[src/rtl/uart_cmd_pkg.sv]
// Shared types, constants and the checksum helper for the UART command sequencer.
// Build option: UART_CMD_CHKSUM_EN adds a fourth, checksum byte to every frame.
package uart_cmd_pkg;

  typedef enum logic [1:0] {
    IDLE    = 2'd0,
    COLLECT = 2'd1,
    HOLD    = 2'd2
  } state_t;

`ifdef UART_CMD_CHKSUM_EN
  localparam int CMD_BYTES = 4;
`else
  localparam int CMD_BYTES = 3;
`endif

  localparam int BYTE_CNT_W = 3;

  // Bytes buffered before the frame's final byte arrives.
  localparam int SHADOW_W = 8 * (CMD_BYTES - 1);

  // Checksum over the three payload bytes: bitwise inverse of their 8-bit sum.
  function automatic logic [7:0] chk_calc(input logic [7:0] b0,
                                          input logic [7:0] b1,
                                          input logic [7:0] b2);
    logic [7:0] sum;
    sum = b0 + b1 + b2;
    return ~sum;
  endfunction

endpackage

[src/rtl/uart_cmd_tmr.sv]
// Inter-byte timeout counter. Counts up while enabled, clears on clr (clr wins),
// and flags expired once the count reaches TO_CYCLES-1.
module uart_cmd_tmr #(
  parameter int TO_CYCLES = 100000,
  parameter int TO_W      = 17
) (
  input  logic clk,
  input  logic rst,
  input  logic clr,
  input  logic en,
  output logic expired
);

  localparam logic [TO_W-1:0] CNT_LAST = TO_W'(TO_CYCLES - 1);

  logic [TO_W-1:0] cnt_q, cnt_d;

  // Next count: clear has priority over increment.
  always_comb begin
    cnt_d = cnt_q;
    if (clr) begin
      cnt_d = '0;
    end else if (en) begin
      cnt_d = cnt_q + TO_W'(1);
    end
  end

  // Count register with synchronous reset.
  always_ff @(posedge clk) begin
    if (rst) begin
      cnt_q <= '0;
    end else begin
      cnt_q <= cnt_d;
    end
  end

  assign expired = (cnt_q == CNT_LAST);

endmodule

[src/rtl/uart_cmd_ctrl.sv]
// UART command sequencer: collects bytes from the receiver into {opcode, data_hi, data_lo}
// commands, presents them on a cmd_rdy/clr_cmd_rdy handshake, drops partial frames on
// inter-byte timeout.
// Build option: UART_CMD_CHKSUM_EN -> 4-byte frames, last byte checked against chk_calc.
//
//   state   | meaning
//   --------+-----------------------------------------------------------
//   IDLE    | no partial frame; first accepted byte starts a frame
//   COLLECT | partial frame held in shadow; inter-byte timer running
//   HOLD    | cmd valid (cmd_rdy=1); receiver bytes left pending
module uart_cmd_ctrl
  import uart_cmd_pkg::*;
#(
  parameter int TO_CYCLES = 100000,
  parameter int TO_W      = 17
) (
  input  logic        clk,
  input  logic        rst,
  input  logic [7:0]  rx_data,
  input  logic        rx_rdy,
  output logic        clr_rx_rdy,
  output logic [23:0] cmd,
  output logic        cmd_rdy,
  input  logic        clr_cmd_rdy,
  output logic        frm_err,
  output logic        busy
);

  localparam logic [BYTE_CNT_W-1:0] LAST_CNT = BYTE_CNT_W'(CMD_BYTES - 1);

  state_t                 state_q, state_d;
  logic [BYTE_CNT_W-1:0]  byte_cnt_q, byte_cnt_d;
  logic [SHADOW_W-1:0]    shadow_q, shadow_d;
  logic [23:0]            cmd_q, cmd_d;
  logic                   cmd_rdy_q, cmd_rdy_d;
  logic                   clr_rx_rdy_q, clr_rx_rdy_d;
  logic                   frm_err_q, frm_err_d;

  logic acc;
  logic tmr_en;
  logic tmr_clr;
  logic tmr_expired;

  // The registered clear blocks a second capture while the receiver drops rx_rdy;
  // in HOLD the byte is left pending so nothing is lost.
  assign acc = rx_rdy & ~clr_rx_rdy_q & (state_q != HOLD);

  // Timer runs only in COLLECT on cycles without a byte; any acceptance, leaving COLLECT
  // or the expiry itself restarts it from zero.
  assign tmr_en  = (state_q == COLLECT) & ~acc;
  assign tmr_clr = ~tmr_en | tmr_expired;

  uart_cmd_tmr #(
    .TO_CYCLES (TO_CYCLES),
    .TO_W      (TO_W)
  ) u_tmr (
    .clk     (clk),
    .rst     (rst),
    .clr     (tmr_clr),
    .en      (tmr_en),
    .expired (tmr_expired)
  );

  // Next-state, byte assembly, command load and error pulse.
  always_comb begin
    state_d      = state_q;
    byte_cnt_d   = byte_cnt_q;
    shadow_d     = shadow_q;
    cmd_d        = cmd_q;
    cmd_rdy_d    = cmd_rdy_q;
    frm_err_d    = 1'b0;
    clr_rx_rdy_d = acc;

    unique case (state_q)
      IDLE: begin
        if (acc) begin
          shadow_d   = {shadow_q[SHADOW_W-9:0], rx_data};
          byte_cnt_d = BYTE_CNT_W'(1);
          state_d    = COLLECT;
        end
      end

      COLLECT: begin
        if (acc) begin
          if (byte_cnt_q == LAST_CNT) begin
            byte_cnt_d = '0;
`ifdef UART_CMD_CHKSUM_EN
            if (rx_data == chk_calc(shadow_q[23:16], shadow_q[15:8], shadow_q[7:0])) begin
              cmd_d     = shadow_q;
              cmd_rdy_d = 1'b1;
              state_d   = HOLD;
            end else begin
              frm_err_d = 1'b1;
              state_d   = IDLE;
            end
`else
            cmd_d     = {shadow_q, rx_data};
            cmd_rdy_d = 1'b1;
            state_d   = HOLD;
`endif
          end else begin
            shadow_d   = {shadow_q[SHADOW_W-9:0], rx_data};
            byte_cnt_d = byte_cnt_q + BYTE_CNT_W'(1);
          end
        end else if (tmr_expired) begin
          frm_err_d  = 1'b1;
          byte_cnt_d = '0;
          state_d    = IDLE;
        end
      end

      HOLD: begin
        if (clr_cmd_rdy) begin
          cmd_rdy_d = 1'b0;
          state_d   = IDLE;
        end
      end

      default: begin
        state_d    = IDLE;
        byte_cnt_d = '0;
        cmd_rdy_d  = 1'b0;
      end
    endcase
  end

  // State and output registers; reset discards any partial frame.
  always_ff @(posedge clk) begin
    if (rst) begin
      state_q      <= IDLE;
      byte_cnt_q   <= '0;
      shadow_q     <= '0;
      cmd_q        <= '0;
      cmd_rdy_q    <= 1'b0;
      clr_rx_rdy_q <= 1'b0;
      frm_err_q    <= 1'b0;
    end else begin
      state_q      <= state_d;
      byte_cnt_q   <= byte_cnt_d;
      shadow_q     <= shadow_d;
      cmd_q        <= cmd_d;
      cmd_rdy_q    <= cmd_rdy_d;
      clr_rx_rdy_q <= clr_rx_rdy_d;
      frm_err_q    <= frm_err_d;
    end
  end

  assign clr_rx_rdy = clr_rx_rdy_q;
  assign cmd        = cmd_q;
  assign cmd_rdy    = cmd_rdy_q;
  assign frm_err    = frm_err_q;
  assign busy       = (state_q == COLLECT);

endmodule

[config.mk]
export PLATFORM = sky130hd
export DESIGN_NAME = uart_cmd_ctrl
export DESIGN_NICKNAME = d
export VERILOG_FILES = /design/src/rtl/uart_cmd_pkg.sv /design/src/rtl/uart_cmd_tmr.sv /design/src/rtl/uart_cmd_ctrl.sv
export SDC_FILE = /design/constraint.sdc
export NUM_CORES = 1
export LEC_CHECK = 0
export BUFFER_PORTS_ARGS = -buffer_cell sky130_fd_sc_hd__buf_2
export CELL_PAD_IN_SITES_DETAIL_PLACEMENT = 0
export CELL_PAD_IN_SITES_GLOBAL_PLACEMENT = 1
export CORE_ASPECT_RATIO = 1.4
export CORE_UTILIZATION = 45
export CTS_BUF_LIST = sky130_fd_sc_hd__clkbuf_8
export DETAILED_ROUTE_END_ITERATION = 16
export HOLD_SLACK_MARGIN = 0.05
export PLACE_DENSITY = 0.91
export SYNTH_ARGS = -nofsm -noshare
export SYNTH_HDL_FRONTEND = slang
export SYNTH_SLANG_ARGS = --single-unit
[constraint.sdc]
create_clock -name clk -period 5.1 [get_ports clk]
set_input_delay 0.765 -clock clk [delete_from_list [all_inputs] [get_ports clk]]
set_output_delay 0.765 -clock clk [all_outputs]
set_load 0.05 [all_outputs]
### After elaboration in Yosys (flattened, before gate mapping)

Cells that the tools add are included.
W data, S select, Z words.

| storage, ports and cells | value |
|---|---|
| input port bits | 12 |
| register bits | 65 |
| logic and storage cells | 61 |
| output and inout bits | 28 |

| cells by class | value |
|---|---|
| add/sub/neg operators | 2 |
| eq/ne operators | 12 |
| bitwise operators | 10 |
| mux-type cells | 20 |
| reductions and logical operators | 9 |

Operator list:

| cell | number |
|---|---|
| $mux W16 | 3 |
| $pmux W16 S2 | 1 |
| $add A17 B1 Y17 const B | 1 |
| $eq A17 B17 Y1 const B | 1 |
| $mux W3 | 4 |
| $reduce_and A4 Y1 | 3 |
| $mux W2 | 5 |
| $pmux W3 S3 | 1 |
| $ne A2 B2 Y1 const B | 4 |
| $not A1 Y1 | 6 |
| $pmux W2 S3 | 1 |
| $reduce_and A3 Y1 | 2 |
| $mux W1 | 4 |
| $ne A2 B1 Y1 const B | 2 |
| $add A3 B1 Y3 const B | 1 |
| $and A1 B1 Y1 | 3 |
| $eq A3 B2 Y1 const B | 1 |
| $ne A3 B1 Y1 const B | 1 |
| $ne A3 B2 Y1 const B | 1 |
| $pmux W1 S3 | 1 |
| $reduce_or A3 Y1 | 1 |
| $eq A2 B1 Y1 const B | 1 |
| $eq A2 B2 Y1 const B | 1 |
| $logic_not A2 Y1 | 1 |
| 3 further kinds | 3 |

### Depth between registers and ports, before layout

| logic depth | value |
|---|---|
| depth in word-level cells | 8 |
| depth in mapped cells | 8 |
| gate-level depth less buffers | 5 |

### By module

From an unflattened synthesis, not the netlist that was laid out.

| second synthesis, totals | value |
|---|---|
| cells, all modules | 313 |
| area, all modules | 2,847.7 µm² |

By module, submodules not included:

| module | area each (µm²) | cells an instance | instances | sequential area each (µm²) |
|---|---|---|---|---|
| uart_cmd_ctrl | 2,035.7 | 219 | 1 | 960.9 |
| uart_cmd_tmr | 812.0 | 94 | 1 | 340.3 |

### Worst setup path after synthesis

OpenSTA, ideal clock, no wires.

| timing path | value |
|---|---|
| kind | input port to flip-flop |
| from | input rx_rdy |
| to | register u_tmr.cnt_q[13] |
| buffers on the path | 2 |
| path slack | 2.898 ns |
| stages on the path | 6 |
| data required time | 5.029 ns |
| arrival time | 2.131 ns |
| setup time | 0.071 ns |
| cells stage by stage | and2b_1 > buf_6 > or3_4 > buf_6 > or4_1 > a21oi_1 |

| on the way | value |
|---|---|
| cells in the longest elaborated chain, start to end | 7 |

RTL lines:

| element | line | source |
|---|---|---|
| start: declaration | uart_cmd_ctrl.sv:20 | `input logic rx_rdy,` |
| $and A1 B1 Y1 (*) (2 in series) | uart_cmd_ctrl.sv:46 | `assign acc = rx_rdy & ~clr_rx_rdy_q & (state_q != HOLD);` |
| $not A1 Y1 (*) | uart_cmd_ctrl.sv:50 | `assign tmr_en = (state_q == COLLECT) & ~acc;` |
| $and A1 B1 Y1 (*) | uart_cmd_ctrl.sv:50 |  |
| $not A1 Y1 | uart_cmd_ctrl.sv:51 | `assign tmr_clr = ~tmr_en \| tmr_expired;` |
| $or A1 B1 Y1 | uart_cmd_ctrl.sv:51 |  |
| $reduce_or A2 Y1 (no source line) | -- |  |
| end signal: assignment | uart_cmd_tmr.sv:33 | `cnt_q <= cnt_d;` |
| end: declaration | uart_cmd_tmr.sv:16 | `logic [TO_W-1:0] cnt_q, cnt_d;` |

Mark *: on every way between the ends. The rest lies on a longest branch, timed or not.
A chain may end at the register's enable or synchronous reset.

### Final worst setup path

| timing path | value |
|---|---|
| from | register state_q[0] |
| to | output busy |

| on the way | value |
|---|---|
| cells in the longest elaborated chain, start to end | 1 |

RTL lines:

| element | line | source |
|---|---|---|
| start: declaration | uart_cmd_ctrl.sv:31 | `state_t state_q, state_d;` |
| start signal: assignment | uart_cmd_ctrl.sv:138 | `state_q <= state_d;` |
| $eq A2 B1 Y1 | uart_cmd_ctrl.sv:152 | `assign busy = (state_q == COLLECT);` |
| end: declaration | uart_cmd_ctrl.sv:26 | `output logic busy` |

Every way passes these cells.

==> flow_summary_export.csv <==
group,metric,value,unit
outcome,outcome,"complete, no violations",
cts,ctsHoldBuffers,0,
cts,root_buffer,"clkbuf_8",
synthesis,synth-compound-area-share,12.5,%
global_routing,grt_pass1_wl,9.45,mm
route,dr_total_vias,2164,
synthesis,synth_warnings,0,
final_layout,drive_gt1_share,18.2,%
route,dr.pass1.iters,4,
setup_path,path_cells,"nand2b_1 -> inv_1 -> buf_2",
final_layout,diodes,0,
final_layout,nets,344,
die,fp-row-count,32,
die,dieArea,0.00610,mm2
final_layout,syn_to_final_growth,16.7,%
global_routing,grt_pass1_vias,2084,
setup_path,cpMaxStageDelayCell,"dfxtp_1",
global_routing,overflow,0,
sta,drv_slew,0,
die,die_h,92,um
route,drcViolationCount,0,
cts,cts_setup_buffers,0,
flow_run,maxCapViolCount,0,
sta,worst_pin_slew,1.12,ns
cts,cts_tree,"built",
synthesis,synthMuxAreaShare,6.15,%
route,drt-total-wl,5.53,mm
setup_path,start_kind,"register",
sta,fmax,432,MHz
power,p_leak,1.15,nW
sta,fin_crit,2.31,ns
cts,clockBufferDepth,2,
power,pwr_density_cell,364,mW/mm2
sta,setup_violations,0,
sta,rsz0062_at_grt,"false",
sta,hold_viol_final,0,
synthesis,ys_ff_latch,65,
die,core,0.00553,mm2
sta,period_share,45.3,%
synthesis,synth_fp_nets,312,
placement,dp_hpwl,3.76,mm
cts,htreeDepth,3,
die,io_pins,40,
synthesis,avgSynthCellArea,8.71,um2
synthesis,syn_inst,299,
cts,cts-resized-gates,0,
setup_path,endpoint_kind,"output port",
placement,place_area,0.00280,mm2
placement,dp_cells,388,
global_routing,grt_max_degree,51,
final_layout,final_cell_area,0.00304,mm2
synthesis,synth_top_family_by_area,"simple AND/OR/NAND/NOR gates",
synthesis,ys_seq_area_share,50.0,%
placement,place.port_buffers,39,
power,ir_worst_vdd,300,uV
cts,clkLatencyLatePin,0.33,ns
sta,fin_tns_setup,0,ns
cts,numClockSinks,65,
setup_path,worstSetupPathType,"register to output port",
synthesis,ys_types,37,
route,wire_per_inst,13.7,um
global_routing,grt.total_usage,20.3,%
setup_path,arrival,1.55,ns
route,ant_nets,0,
global_routing,antenna_found_initial,0,
setup_path,cp.required,4.34,ns
route,dr.first_iter.drc_count,63,
cts,cts.reportedPaths.clkPinSlew,0.07,ns
synthesis,synth_xor_area_share,2.02,%
die,initial_core_util,47.1,%
worst_hold_path,hold_path_class,"register to register",
cts,cts_made_buffers,9,
synthesis,synth_fa_ha_area_share,0.481,%
placement,routabilityCongestion,0.782,
synthesis,synth-simple-area-share,24.9,%
die,die_w,66.3,um
setup_path,slowest_delay,0.45,ns
final_layout,fillers,533,
setup_path,crit_fanout,9,
final_layout,final_cells,404,
synthesis,syn_area,0.00260,mm2
sta,relSlewSlack,24.8,%
route,via_per_inst,5.36,
sta,fin_skew,0.00655,ns
logic make-up (layout without fill, tap and decap cells):
group,Yosys count,after routing
muxes,16,16
buffers and inverters,21,58
and+or+nand+nor,132,132
adders and majority gates,1,1
xor gates and xnor gates,6,6
DFF,65,65
AOI/OAI and AO/OA,58,58
Yosys cell counts, drive strengths merged:
cell type | number | area, um2
a311oi | 2 | 17.5
nor2 | 26 | 97.6
nand4b | 1 | 8.76
a31oi | 3 | 18.8
xnor2 | 6 | 52.6
nand2 | 58 | 218
ha | 1 | 12.5
nor2b | 1 | 6.26
a21oi | 37 | 185
and2b | 2 | 16.3
nor4 | 3 | 18.8
o21ai | 7 | 35.0
nand4 | 3 | 18.8
or4 | 7 | 53.8
clkbuf | 13 | 48.8
and3 | 3 | 18.8
mux2i | 16 | 160
nand2b | 4 | 25.0
o31ai | 6 | 45.0
and4 | 3 | 26.3
dfxtp | 65 | 1300
nor3b | 2 | 15.0
a21o | 1 | 8.76
buf | 5 | 43.8
nor4bb | 2 | 20.0
a21boi | 1 | 7.51
a211oi | 1 | 7.51
nor4b | 2 | 17.5
or3 | 4 | 32.5
nor3 | 4 | 20.0
nand3 | 7 | 35.0
inv | 3 | 11.3
sequential cells by signal, indices dropped and copies added (netlist names):
register,count
cmd,24
u_tmr.cnt_q,17
shadow_q,16
byte_cnt_q,3
state_q,2
clr_rx_rdy,1
cmd_rdy,1
frm_err,1
cell usage in the layout (no fill, tap or decap), types with 7 or more instances in the layout:
cell type and instances:
dfxtp_1 65, nand2_1 58, buf_2 39, a21oi_1 37, nor2_1 26, mux2i_1 16, clkbuf_8 10, nand3_1 7
o21ai_0 7
through the flow:
step | total power [W] | hold WS, ns | utilization, % | setup WS, ns
global route | 0.00114 | 0.467 | 55.0 | 2.51
finish | 0.00111 | 0.452 | 55.0 | 2.79
global placement | 0.000589 | 0.432 | 50.6 | 2.49
floorplan | 0.000576 | 0.418 | - | 2.90
detailed placement | 0.000589 | 0.446 | 50.6 | 2.43
CTS | 0.00112 | 0.456 | 55.0 | 2.75
metal layers:
layer / vias up / wire length, um / GRT usage [%]
met3: 6 / 171 / 6.09
met1: 1024 / 2440 / 23.0
li1: 1105 / - / -
met5: - / 0 / 0
met2: 29 / 2850 / 35.5
met4: 0 / 63 / 6.91
critical path: cells and delay by family (launching register included):
family / cells / cell delay (ns)
DFF: 1 / 0.45
and+or+nand+nor: 1 / 0.25
buffers and inverters: 2 / 0.52
layout make-up:
cell class | count | area, um2 | share of cell area, %
clock buffer | 10 | 138 | 4.53
tap | 68 | 85.1 | 2.80
timing repair buffer | 39 | 195 | 6.42
multi-input combinational | 213 | 1200 | 39.6
sequential | 65 | 1300 | 42.8
clock inverter | 6 | 106 | 3.50
inverter | 3 | 11.3 | 0.371
worst paths after layout:
check,slack (ns),endpoint,cells past startpoint,from
setup / recovery,2.79,busy,3,state_q[0]$_SDFFE_PP0P_
hold reg to reg,0.45,cmd[4]$_SDFFE_PP0P_,2,cmd[4]$_SDFFE_PP0P_
hold / removal,0.45,cmd[4]$_SDFFE_PP0P_,2,cmd[4]$_SDFFE_PP0P_
setup reg to reg,2.81,cmd[12]$_SDFFE_PP0P_,4,byte_cnt_q[1]$_SDFFE_PP0P_
report_power, final:
part	internal (W)	switching (W)	total [W]
logic	0.0000185	0.0000344	0.0000529
clock network	0.000335	0.000192	0.000528
registers	0.000516	0.00000851	0.000525
total	0.000870	0.000235	0.00111
(Power assumes the default switching activity.)
